<file path="src/rtl/multi_alarm_clock.sv">
// multi_alarm_clock: 24-hour time-of-day counter with internal prescaler,
// manual time set, NUM_ALARMS programmable alarm slots, a ring/snooze/dismiss
// controller and an hourly chime.
module multi_alarm_clock #(
  parameter int CLK_FREQ   = 1000,
  parameter int NUM_ALARMS = 4,
  parameter int RING_SEC   = 60,
  parameter int SNOOZE_MIN = 5,
  localparam int IDW       = (NUM_ALARMS > 1) ? $clog2(NUM_ALARMS) : 1
) (
  input  logic                  clk,
  input  logic                  rst,
  input  logic                  set_mode,
  input  logic                  inc_hour,
  input  logic                  inc_min,
  input  logic                  alm_wr,
  input  logic [IDW-1:0]        alm_sel,
  input  logic [4:0]            alm_wr_hour,
  input  logic [5:0]            alm_wr_min,
  input  logic                  alm_wr_en,
  input  logic                  snooze,
  input  logic                  dismiss,
  output logic [4:0]            hour,
  output logic [5:0]            min,
  output logic [5:0]            sec,
  output logic                  sec_pulse,
  output logic                  hour_chime,
  output logic                  ringing,
  output logic                  snoozed,
  output logic [IDW-1:0]        ring_id,
  output logic [NUM_ALARMS-1:0] alm_en
);

  localparam int PW        = (CLK_FREQ > 2) ? $clog2(CLK_FREQ) : 1;
  localparam int SNZ_TICKS = SNOOZE_MIN * 60;
  localparam int RW        = $clog2(RING_SEC + 1);
  localparam int SW        = $clog2(SNZ_TICKS + 1);

  localparam logic [PW-1:0] PRE_LAST  = PW'(CLK_FREQ - 1);
  localparam logic [RW-1:0] RING_LAST = RW'(RING_SEC - 1);
  localparam logic [SW-1:0] SNZ_LOAD  = SW'(SNZ_TICKS);

  typedef enum logic [1:0] {
    ST_IDLE   = 2'd0,
    ST_RING   = 2'd1,
    ST_SNOOZE = 2'd2
  } state_e;

  // Timekeeping state
  logic [PW-1:0] presc_q, presc_d;
  logic [5:0]    sec_q, sec_d;
  logic [5:0]    min_q, min_d;
  logic [4:0]    hour_q, hour_d;
  logic          sec_pulse_q;
  logic          hour_chime_q;
  logic          tick_s;

  // Input edge-detect history
  logic inc_hour_q, inc_min_q, snooze_q, dismiss_q;
  logic inc_hour_rise_s, inc_min_rise_s, snooze_rise_s, dismiss_rise_s;

  // Alarm slots
  logic [4:0]            slot_hour_q [NUM_ALARMS];
  logic [5:0]            slot_min_q  [NUM_ALARMS];
  logic [NUM_ALARMS-1:0] slot_en_q;
  logic [NUM_ALARMS-1:0] hit_s;
  logic                  match_any_s;
  logic [IDW-1:0]        match_id_s;

  // Alarm controller
  state_e         state_q;
  logic           ringing_q, snoozed_q;
  logic [IDW-1:0] ring_id_q;
  logic [RW-1:0]  ring_cnt_q;
  logic [SW-1:0]  snz_cnt_q;

  assign inc_hour_rise_s = inc_hour & ~inc_hour_q;
  assign inc_min_rise_s  = inc_min  & ~inc_min_q;
  assign snooze_rise_s   = snooze   & ~snooze_q;
  assign dismiss_rise_s  = dismiss  & ~dismiss_q;

  // Next time value: manual set, prescaler wrap with sec/min/hour carry, or count
  always_comb begin
    presc_d = presc_q;
    sec_d   = sec_q;
    min_d   = min_q;
    hour_d  = hour_q;
    tick_s  = 1'b0;
    if (set_mode) begin
      presc_d = '0;
      sec_d   = 6'd0;
      if (inc_hour_rise_s) begin
        hour_d = (hour_q >= 5'd23) ? 5'd0 : hour_q + 5'd1;
      end else begin
        hour_d = hour_q;
      end
      if (inc_min_rise_s) begin
        min_d = (min_q >= 6'd59) ? 6'd0 : min_q + 6'd1;
      end else begin
        min_d = min_q;
      end
    end else if (presc_q == PRE_LAST) begin
      tick_s  = 1'b1;
      presc_d = '0;
      if (sec_q >= 6'd59) begin
        sec_d = 6'd0;
        if (min_q >= 6'd59) begin
          min_d  = 6'd0;
          hour_d = (hour_q >= 5'd23) ? 5'd0 : hour_q + 5'd1;
        end else begin
          min_d = min_q + 6'd1;
        end
      end else begin
        sec_d = sec_q + 6'd1;
      end
    end else begin
      presc_d = presc_q + PW'(1);
    end
  end

  // Per-slot match against the time being entered; the lowest index wins
  always_comb begin
    match_any_s = 1'b0;
    match_id_s  = '0;
    for (int k = 0; k < NUM_ALARMS; k++) begin
      hit_s[k] = tick_s && (sec_d == 6'd0) && slot_en_q[k] &&
                 (slot_hour_q[k] == hour_d) && (slot_min_q[k] == min_d);
    end
    for (int k = NUM_ALARMS - 1; k >= 0; k--) begin
      if (hit_s[k]) begin
        match_any_s = 1'b1;
        match_id_s  = IDW'(k);
      end else begin
        match_id_s  = match_id_s;
      end
    end
  end

  // Time registers, second strobe and hourly chime (chime aligned with hh:00:00)
  always_ff @(posedge clk or negedge rst) begin
    if (!rst) begin
      presc_q      <= '0;
      sec_q        <= 6'd0;
      min_q        <= 6'd0;
      hour_q       <= 5'd0;
      sec_pulse_q  <= 1'b0;
      hour_chime_q <= 1'b0;
    end else begin
      presc_q     <= presc_d;
      sec_q       <= sec_d;
      min_q       <= min_d;
      hour_q      <= hour_d;
      sec_pulse_q <= tick_s;
      if (set_mode) begin
        hour_chime_q <= 1'b0;
      end else if (tick_s) begin
        hour_chime_q <= (min_d == 6'd0) && (sec_d == 6'd0);
      end else begin
        hour_chime_q <= hour_chime_q;
      end
    end
  end

  // Registered copies of the level inputs for rising-edge detection
  always_ff @(posedge clk or negedge rst) begin
    if (!rst) begin
      inc_hour_q <= 1'b0;
      inc_min_q  <= 1'b0;
      snooze_q   <= 1'b0;
      dismiss_q  <= 1'b0;
    end else begin
      inc_hour_q <= inc_hour;
      inc_min_q  <= inc_min;
      snooze_q   <= snooze;
      dismiss_q  <= dismiss;
    end
  end

  // Alarm slot storage; out-of-range values are kept as written and never match
  always_ff @(posedge clk or negedge rst) begin
    if (!rst) begin
      for (int k = 0; k < NUM_ALARMS; k++) begin
        slot_hour_q[k] <= 5'd0;
        slot_min_q[k]  <= 6'd0;
      end
      slot_en_q <= '0;
    end else begin
      for (int k = 0; k < NUM_ALARMS; k++) begin
        if (alm_wr && (alm_sel == IDW'(k))) begin
          slot_hour_q[k] <= alm_wr_hour;
          slot_min_q[k]  <= alm_wr_min;
          slot_en_q[k]   <= alm_wr_en;
        end else begin
          slot_hour_q[k] <= slot_hour_q[k];
          slot_min_q[k]  <= slot_min_q[k];
          slot_en_q[k]   <= slot_en_q[k];
        end
      end
    end
  end

  // Ring/snooze controller with registered status outputs
  always_ff @(posedge clk or negedge rst) begin
    if (!rst) begin
      state_q    <= ST_IDLE;
      ringing_q  <= 1'b0;
      snoozed_q  <= 1'b0;
      ring_id_q  <= '0;
      ring_cnt_q <= '0;
      snz_cnt_q  <= '0;
    end else begin
      case (state_q)
        ST_IDLE: begin
          if (match_any_s) begin
            state_q    <= ST_RING;
            ringing_q  <= 1'b1;
            snoozed_q  <= 1'b0;
            ring_id_q  <= match_id_s;
            ring_cnt_q <= '0;
          end else begin
            ringing_q <= 1'b0;
            snoozed_q <= 1'b0;
          end
        end
        ST_RING: begin
          if (dismiss_rise_s) begin
            state_q   <= ST_IDLE;
            ringing_q <= 1'b0;
            snoozed_q <= 1'b0;
          end else if (snooze_rise_s) begin
            state_q   <= ST_SNOOZE;
            ringing_q <= 1'b0;
            snoozed_q <= 1'b1;
            snz_cnt_q <= SNZ_LOAD;
          end else if (tick_s) begin
            if (ring_cnt_q == RING_LAST) begin
              state_q   <= ST_IDLE;
              ringing_q <= 1'b0;
              snoozed_q <= 1'b0;
            end else begin
              ring_cnt_q <= ring_cnt_q + RW'(1);
            end
          end else begin
            ring_cnt_q <= ring_cnt_q;
          end
        end
        ST_SNOOZE: begin
          if (dismiss_rise_s) begin
            state_q   <= ST_IDLE;
            ringing_q <= 1'b0;
            snoozed_q <= 1'b0;
          end else if (tick_s) begin
            if (snz_cnt_q <= SW'(1)) begin
              state_q    <= ST_RING;
              ringing_q  <= 1'b1;
              snoozed_q  <= 1'b0;
              ring_cnt_q <= '0;
              snz_cnt_q  <= '0;
            end else begin
              snz_cnt_q <= snz_cnt_q - SW'(1);
            end
          end else begin
            snz_cnt_q <= snz_cnt_q;
          end
        end
        default: begin
          state_q   <= ST_IDLE;
          ringing_q <= 1'b0;
          snoozed_q <= 1'b0;
        end
      endcase
    end
  end

  assign hour       = hour_q;
  assign min        = min_q;
  assign sec        = sec_q;
  assign sec_pulse  = sec_pulse_q;
  assign hour_chime = hour_chime_q;
  assign ringing    = ringing_q;
  assign snoozed    = snoozed_q;
  assign ring_id    = ring_id_q;
  assign alm_en     = slot_en_q;

endmodule

</file>
<file path="config.mk">
export PLATFORM = sky130hd
export DESIGN_NAME = multi_alarm_clock
export DESIGN_NICKNAME = d
export VERILOG_FILES = /design/src/rtl/multi_alarm_clock.sv
export SDC_FILE = /design/constraint.sdc
export NUM_CORES = 1
export LEC_CHECK = 0
export ABC_CLOCK_PERIOD_IN_PS = 5200
export CORE_ASPECT_RATIO = 0.8
export CORE_MARGIN = 2
export CORE_UTILIZATION = 50
export DETAILED_ROUTE_END_ITERATION = 10
export DONT_BUFFER_PORTS = 1
export HOLD_SLACK_MARGIN = 0.12
export PLACE_DENSITY_LB_ADDON = 0.12
export SLEW_MARGIN = 30
export SYNTH_ARGS = -nofsm -noshare
export SYNTH_HDL_FRONTEND = slang
export SYNTH_SLANG_ARGS = --single-unit
</file>
<file path="constraint.sdc">
create_clock -name clk -period 5.2 [get_ports clk]
set_input_delay 1.04 -clock clk [delete_from_list [all_inputs] [get_ports clk]]
set_output_delay 1.04 -clock clk [all_outputs]
set_load 0.05 [all_outputs]
</file>
==> run metrics, run 1 <==
status finished, final reports clean; # diodes 0; TritonCTS clock tree yes; Slew @ Worst Pin between 800 and 900 ps; Final setup viols 0; mux cell area share after synthesis a little under an eighth; clk sinks 102; Tmin final 4390 ps; total power 0.00302 W; IO Port Bufs 0; Yosys top cell by area dfrtp_1; Root Buffer clkbuf_16; Final ANT Viol Nets 0; post-synthesis xor/xnor area fraction under 10%; Slowest cell on crit path or4_1; setup TNS 0 ps; first-pass GRT wire length 24800 um; Final GP Congestion just under 0.9; via count of the routed design 4805; Synth Area in Adders 1.61%; part of the Yosys area used for sequential elements a little over two fifths; Layout area overhead 7.84%; Non-Filler Instances about 760; Ys Warns 0; clk slew on worst S/H paths 80 ps; EDFF count, synth 0; Yosys reg bits 102; Crit Path Category register to register; clk_skew 12.2 ps; vias in the first global route roughly 4600; Final Util 56.0%; largest family of logic cells by synthesized area simple AND/OR/NAND/NOR gates; Post-Synthesis Cells 616; Resize count post-CTS 0; CP peak stage delay 680 ps; Starting Density roughly half; initial antenna violation count 0; GRT Util Overall 24.2%; leading cell type in the layout, fill and taps excluded dfrtp_1; Post-CTS Setup Inserts 0; WP data required about 5500 ps; hold_ws 370 ps; HPWL after DPL 10700 um; Site Rows 35; via-per-instance ratio 6.30; Buf+Inv Stages, Crit Path 1; Register Area 0.00255 sq mm; IO Pins 49; number of remaining DRC errors 0; fmax 0.228 GHz; synth top area cells dfrtp_1, mux2_2, xor2_1; worst hold path class primary input to asynchronous set/reset pin; total CTS buffers 9; most frequent cells in the layout dfrtp_1, mux2_2, nor2_1, nand2_1, o21ai_0; Core Region approximately 0.012 sq mm; H-tree depth 3; Final Hold Viols 0; syn_area_per_cell 9.82 sq um; Max VDD drop roughly 0.21 mV; worst-skew pair later-pin latency 350 ps; area occupied by multi-input gates 0.00327 sq mm; pin count of the biggest net entering global routing 103; number of distinct library cells after synthesis 76; Startpoint Class register; headroom to the max-slew limit 43.0%; share of cells above drive strength 1 15.4%; nets 639; Post-Synth Simple-Gate Area between 10% and 20%; Synth Area in Compound Gates 14.7%; Cell Chain, Critical Path buf_4 -> ha_1 -> o2111ai_1 -> or4_1 -> o31ai_4 -> mux2i_1 -> xnor2_1 -> or4_1 -> nor4_2 -> nor2b_2 -> a21oi_4 -> mux2i_1; Lkg Pwr roughly 2.7 nW; Cell Pwr Density between 400 and 500 mW/mm^2; Syn Nets 645; Crit. End Element register; area share of the largest cell type after synthesis around 42%; CP top delay family simple AND/OR/NAND/NOR gates; crit path max fanout 10; WL final 14800 um; CTS Buffer Depth 2; DRT iter0 DRCs 477; chip width 127 um; TritonRoute pass-1 iters 5; Die Y around 100 um; RSZ-0062 raised after global routing false; MaxCap Viol Count 0; Syn Std Cell Area 0.00605 sq mm; gr ovfl total 0; fraction of registers with async set/reset 100%; Post-CTS Hold Fix Bufs 0; DIE AREA 0.0130 sq mm; Slew Viols, Final 0; Post-synth top flop dfrtp_1; Final Cycle Share 84.3%; placed instance count 747; # fillers slightly above 1000; WL per Instance 19.4 um; Critical Path AT 4670 ps
==> power breakdown <==
| group | leakage [nW] | total [W] | switching [W] | internal [W] |
|---|---|---|---|---|
| Combinational | 1.25 | 0.000992 | 0.000554 | 0.000439 |
| Clock | 0.157 | 0.000720 | 0.000333 | 0.000387 |
| Sequential | 1.25 | 0.00131 | 0.000371 | 0.000940 |
| Total | 2.66 | 0.00302 | 0.00126 | 0.00177 |
==> worst paths after layout <==
check                                 from              to  slack [ps]  cells past startpoint
worst max-delay path                sec[0]   ring_cnt_q[1]         810                     12
worst min-delay path                   rst      hour_chime         370                      0
worst max register to register      sec[0]   ring_cnt_q[1]         810                     12
worst min register to register  presc_q[0]      presc_q[0]         490                      1
max in group asynchronous              rst  slot_min_q[13]        4640                      0
min in group clk                presc_q[0]      presc_q[0]         490                      1
==> layout make-up <==
cell class,instances,area share [%]
tap,148,2.84
sequential,102,39.2
clock buffer,9,3.45
multi-input combinational,455,50.2
timing repair buffer,10,1.15
inverter,32,1.84
clock inverter,7,1.40
==> state kept, by name, indices dropped and copies added (netlist names), 5 cells and up <==
register	cells
slot_hour_q	20
snz_cnt_q	9
ring_cnt_q	6
hour	5
sec	6
min	6
presc_q	10
slot_min_q	24
==> worst reg2reg max path: stages, from the launching register on <==
cell,delay (ps)
dfrtp_1,330
buf_4,230
ha_1,410
o2111ai_1,200
or4_1,680
o31ai_4,470
mux2i_1,490
xnor2_1,120
or4_1,550
nor4_2,320
nor2b_2,120
a21oi_4,220
mux2i_1,200
==> stage by stage <==
step	setup WS, ps	cell area, sq um
after floorplan	1180	6050
final	815	6520
after global routing	499	6520
after detailed placement	859	6200
after CTS	826	6520
after global placement	972	6200
==> logic make-up (layout without fill, tap and decap cells) <==
family | Yosys count | count (layout)
XOR/XNOR | 47 | 47
AO/OA/AOI/OAI | 124 | 124
multiplexers | 59 | 59
flip-flops | 102 | 102
AND/OR/NAND/NOR | 217 | 217
adder cells (fa/ha/maj) | 8 | 8
buffers and inverters | 59 | 58
==> per-layer routing <==
layer | track usage [%] | share of wire [%] | vias up
li1 | - | - | 2229
met1 | 34.9 | 47 | 2394
met2 | 37.3 | 45 | 156
met3 | 4.87 | 5.9 | 26
met4 | 7.10 | 1.6 | 0
met5 | 0 | 0 | -
==> cells in the mapped netlist (all sizes together), types with 3 or more instances <==
master / n
nor4: 9
o211ai: 9
xor2: 27
nor2b: 6
nand2: 40
or3: 8
nor3b: 3
and3b: 3
a2111oi: 3
ha: 7
nor3: 25
or4: 4
clkbuf: 17
buf: 10
and3: 11
nand4: 8
a31oi: 3
xnor2: 20
o2111ai: 5
nand3b: 9
inv: 32
mux2: 47
o22ai: 6
nand3: 23
mux4: 3
a311oi: 5
mux2i: 9
a211oi: 5
o21ai: 38
nand2b: 8
and2: 5
a21oi: 20
dfrtp: 102
nor2: 45
o31ai: 4
Power figures use the tool's default switching activity.
==> run 2, diff against run 1 <==
--- a/config.mk
+++ b/config.mk
@@ -5,7 +5,7 @@
 export SDC_FILE = /design/constraint.sdc
 export NUM_CORES = 1
 export LEC_CHECK = 0
-export ABC_CLOCK_PERIOD_IN_PS = 5200
+export ABC_CLOCK_PERIOD_IN_PS = 4140
 export CORE_ASPECT_RATIO = 0.8
 export CORE_MARGIN = 2
 export CORE_UTILIZATION = 50
==> constraint.sdc (replaced) <==
create_clock -name clk -period 4.14 [get_ports clk]
set_input_delay 0.828 -clock clk [delete_from_list [all_inputs] [get_ports clk]]
set_output_delay 0.828 -clock clk [all_outputs]
set_load 0.05 [all_outputs]
==> run metrics, run 2 (same netlist as run 1, synthesis figures left out) <==
nets 659; Die Y 102 um; IO Pins 49; Resize count post-CTS 0; Clock power frac between 20% and 30%; Non-Filler Instances 783; MaxCap Viol Count 0; Slew @ Worst Pin 820 ps; RSZ-0062 raised after global routing false; IO Port Bufs 0; via count of the routed design 4815; Flop pwr share 39.5%; Comb pwr share 38.7%; Final Util 57.0%; clk slew on worst S/H paths about 80 ps; HPWL after DPL 11100 um; Tmin final 3800 ps; Largest register FFs 24; clk sinks 102; TritonRoute pass-1 iters 5; Final Hold Viols 0; Max VDD drop between 0.2 and 0.3 mV; total CTS buffers 9; DRT iter0 DRCs ~470; first-pass GRT wire length 24900 um; Post-CTS Hold Fix Bufs 0; Crit. End Element register; chip width 127 um; initial antenna violation count 0; number of remaining DRC errors 0; worst hold path class primary input to asynchronous set/reset pin; most frequent cells in the layout dfrtp_1, mux2_2, nor2_1, nand2_1, o21ai_0; # diodes 0; TritonCTS clock tree yes; Switch Pwr between 0.0015 and 0.002 W; Top reg by flops slot_min_q; Critical Path AT 4080 ps; GRT Util Overall 24.6%; Startpoint Class register; Crit Path Category register to register; Core Region 0.0116 sq mm; gr ovfl total 0; share of cells above drive strength 1 17.8%; Final GP Congestion slightly below 1; largest registers slot_min_q (24), slot_hour_q (20), presc_q (10); Final ANT Viol Nets 0; clk_skew 7.61 ps; Lkg Pwr 2.74 nW; Setup WS pre-CTS about 400 ps; switching share of power 41.8%; WL final 15100 um; WL per Instance 19.3 um; Final Cycle Share 91.8%; Setup WS post-layout 338 ps; hold_ws 167 ps; status finished, final reports clean; WP data required between 4000 and 5000 ps; Layout area overhead 9.89%; via-per-instance ratio about 6.1; fmax about 0.26 GHz; Site Rows 35; setup TNS 0 ps; crit path max fanout 8; Root Buffer clkbuf_16; headroom to the max-slew limit between 40% and 50%; placed instance count about 770; Int Power 0.00222 W; Starting Density 51.9%; CTS Buffer Depth 2; vias in the first global route 4593; leading cell type in the layout, fill and taps excluded dfrtp_1; worst-skew pair later-pin latency between 300 and 400 ps; Cell Pwr Density 575 mW/mm^2; Slew Viols, Final 0; Post-CTS Setup Inserts 0; pin count of the biggest net entering global routing 103; H-tree depth 3; Final setup viols 0; DIE AREA 0.0130 sq mm
## run 2: final timing paths
path	from	endpoint	slack, ps	depth (start not counted)
worst max register to register	presc_q[0]	ring_cnt_q[1]	340	12
worst min register to register	snz_cnt_q[7]	snz_cnt_q[7]	500	1
worst max-delay path	presc_q[0]	ring_cnt_q[1]	340	12
worst min-delay path	rst	sec[0]	170	0
min in group clk	snz_cnt_q[7]	snz_cnt_q[7]	500	1
max in group asynchronous	rst	hour_chime	3750	0
## run 2: final cells by class
type | count | area, sq um
flip-flops and latches | 102 | 2550
well taps | 148 | 185
clock buffers | 10 | 229
repair buffers | 30 | 225
multi-input cells | 455 | 3270
inverters | 32 | 120
clock inverters | 6 | 62.6
fillers | 1007 | 5000
## run 2: power by group through the flow
stage          Sequential [W]  Combinational (W)  Clock [W]
4_1_cts               0.00150            0.00147   0.000856
5_1_grt               0.00154            0.00161   0.000895
2_1_floorplan         0.00156            0.00101          0
6_report              0.00151            0.00148   0.000832
3_3_place_gp          0.00152            0.00145          0
3_5_place_dp          0.00152            0.00146          0
## run 2: routing by layer
metal / vias up / part of all wire, % / routed length, um / global-route usage [%]
li1: 2278 / - / - / -
met1: 2334 / 49 / 7320 / 36.7
met2: 183 / 43 / 6530 / 36.4
met3: 20 / 6.8 / 1020 / 5.18
met4: 0 / 1.4 / 213 / 6.85
met5: - / 0 / 0 / 0
## run 2: critical path: stages, from the launching register on
cell       delay (ps)
dfrtp_1           400
ha_1              270
nand4bb_4         170
or4_1             630
buf_4             220
o311ai_1          420
a31o_2            230
nand3b_1          140
a2111oi_0         420
nand4_1           180
nor2b_2           240
a21oi_4           220
mux2i_1           200
## run 2: per-stage QoR
stage          total power [W]  cell area, sq um
2_1_floorplan          0.00257              6050
3_3_place_gp           0.00297              6350
3_5_place_dp           0.00298              6350
4_1_cts                0.00382              6650
5_1_grt                0.00405              6650
6_report               0.00382              6650
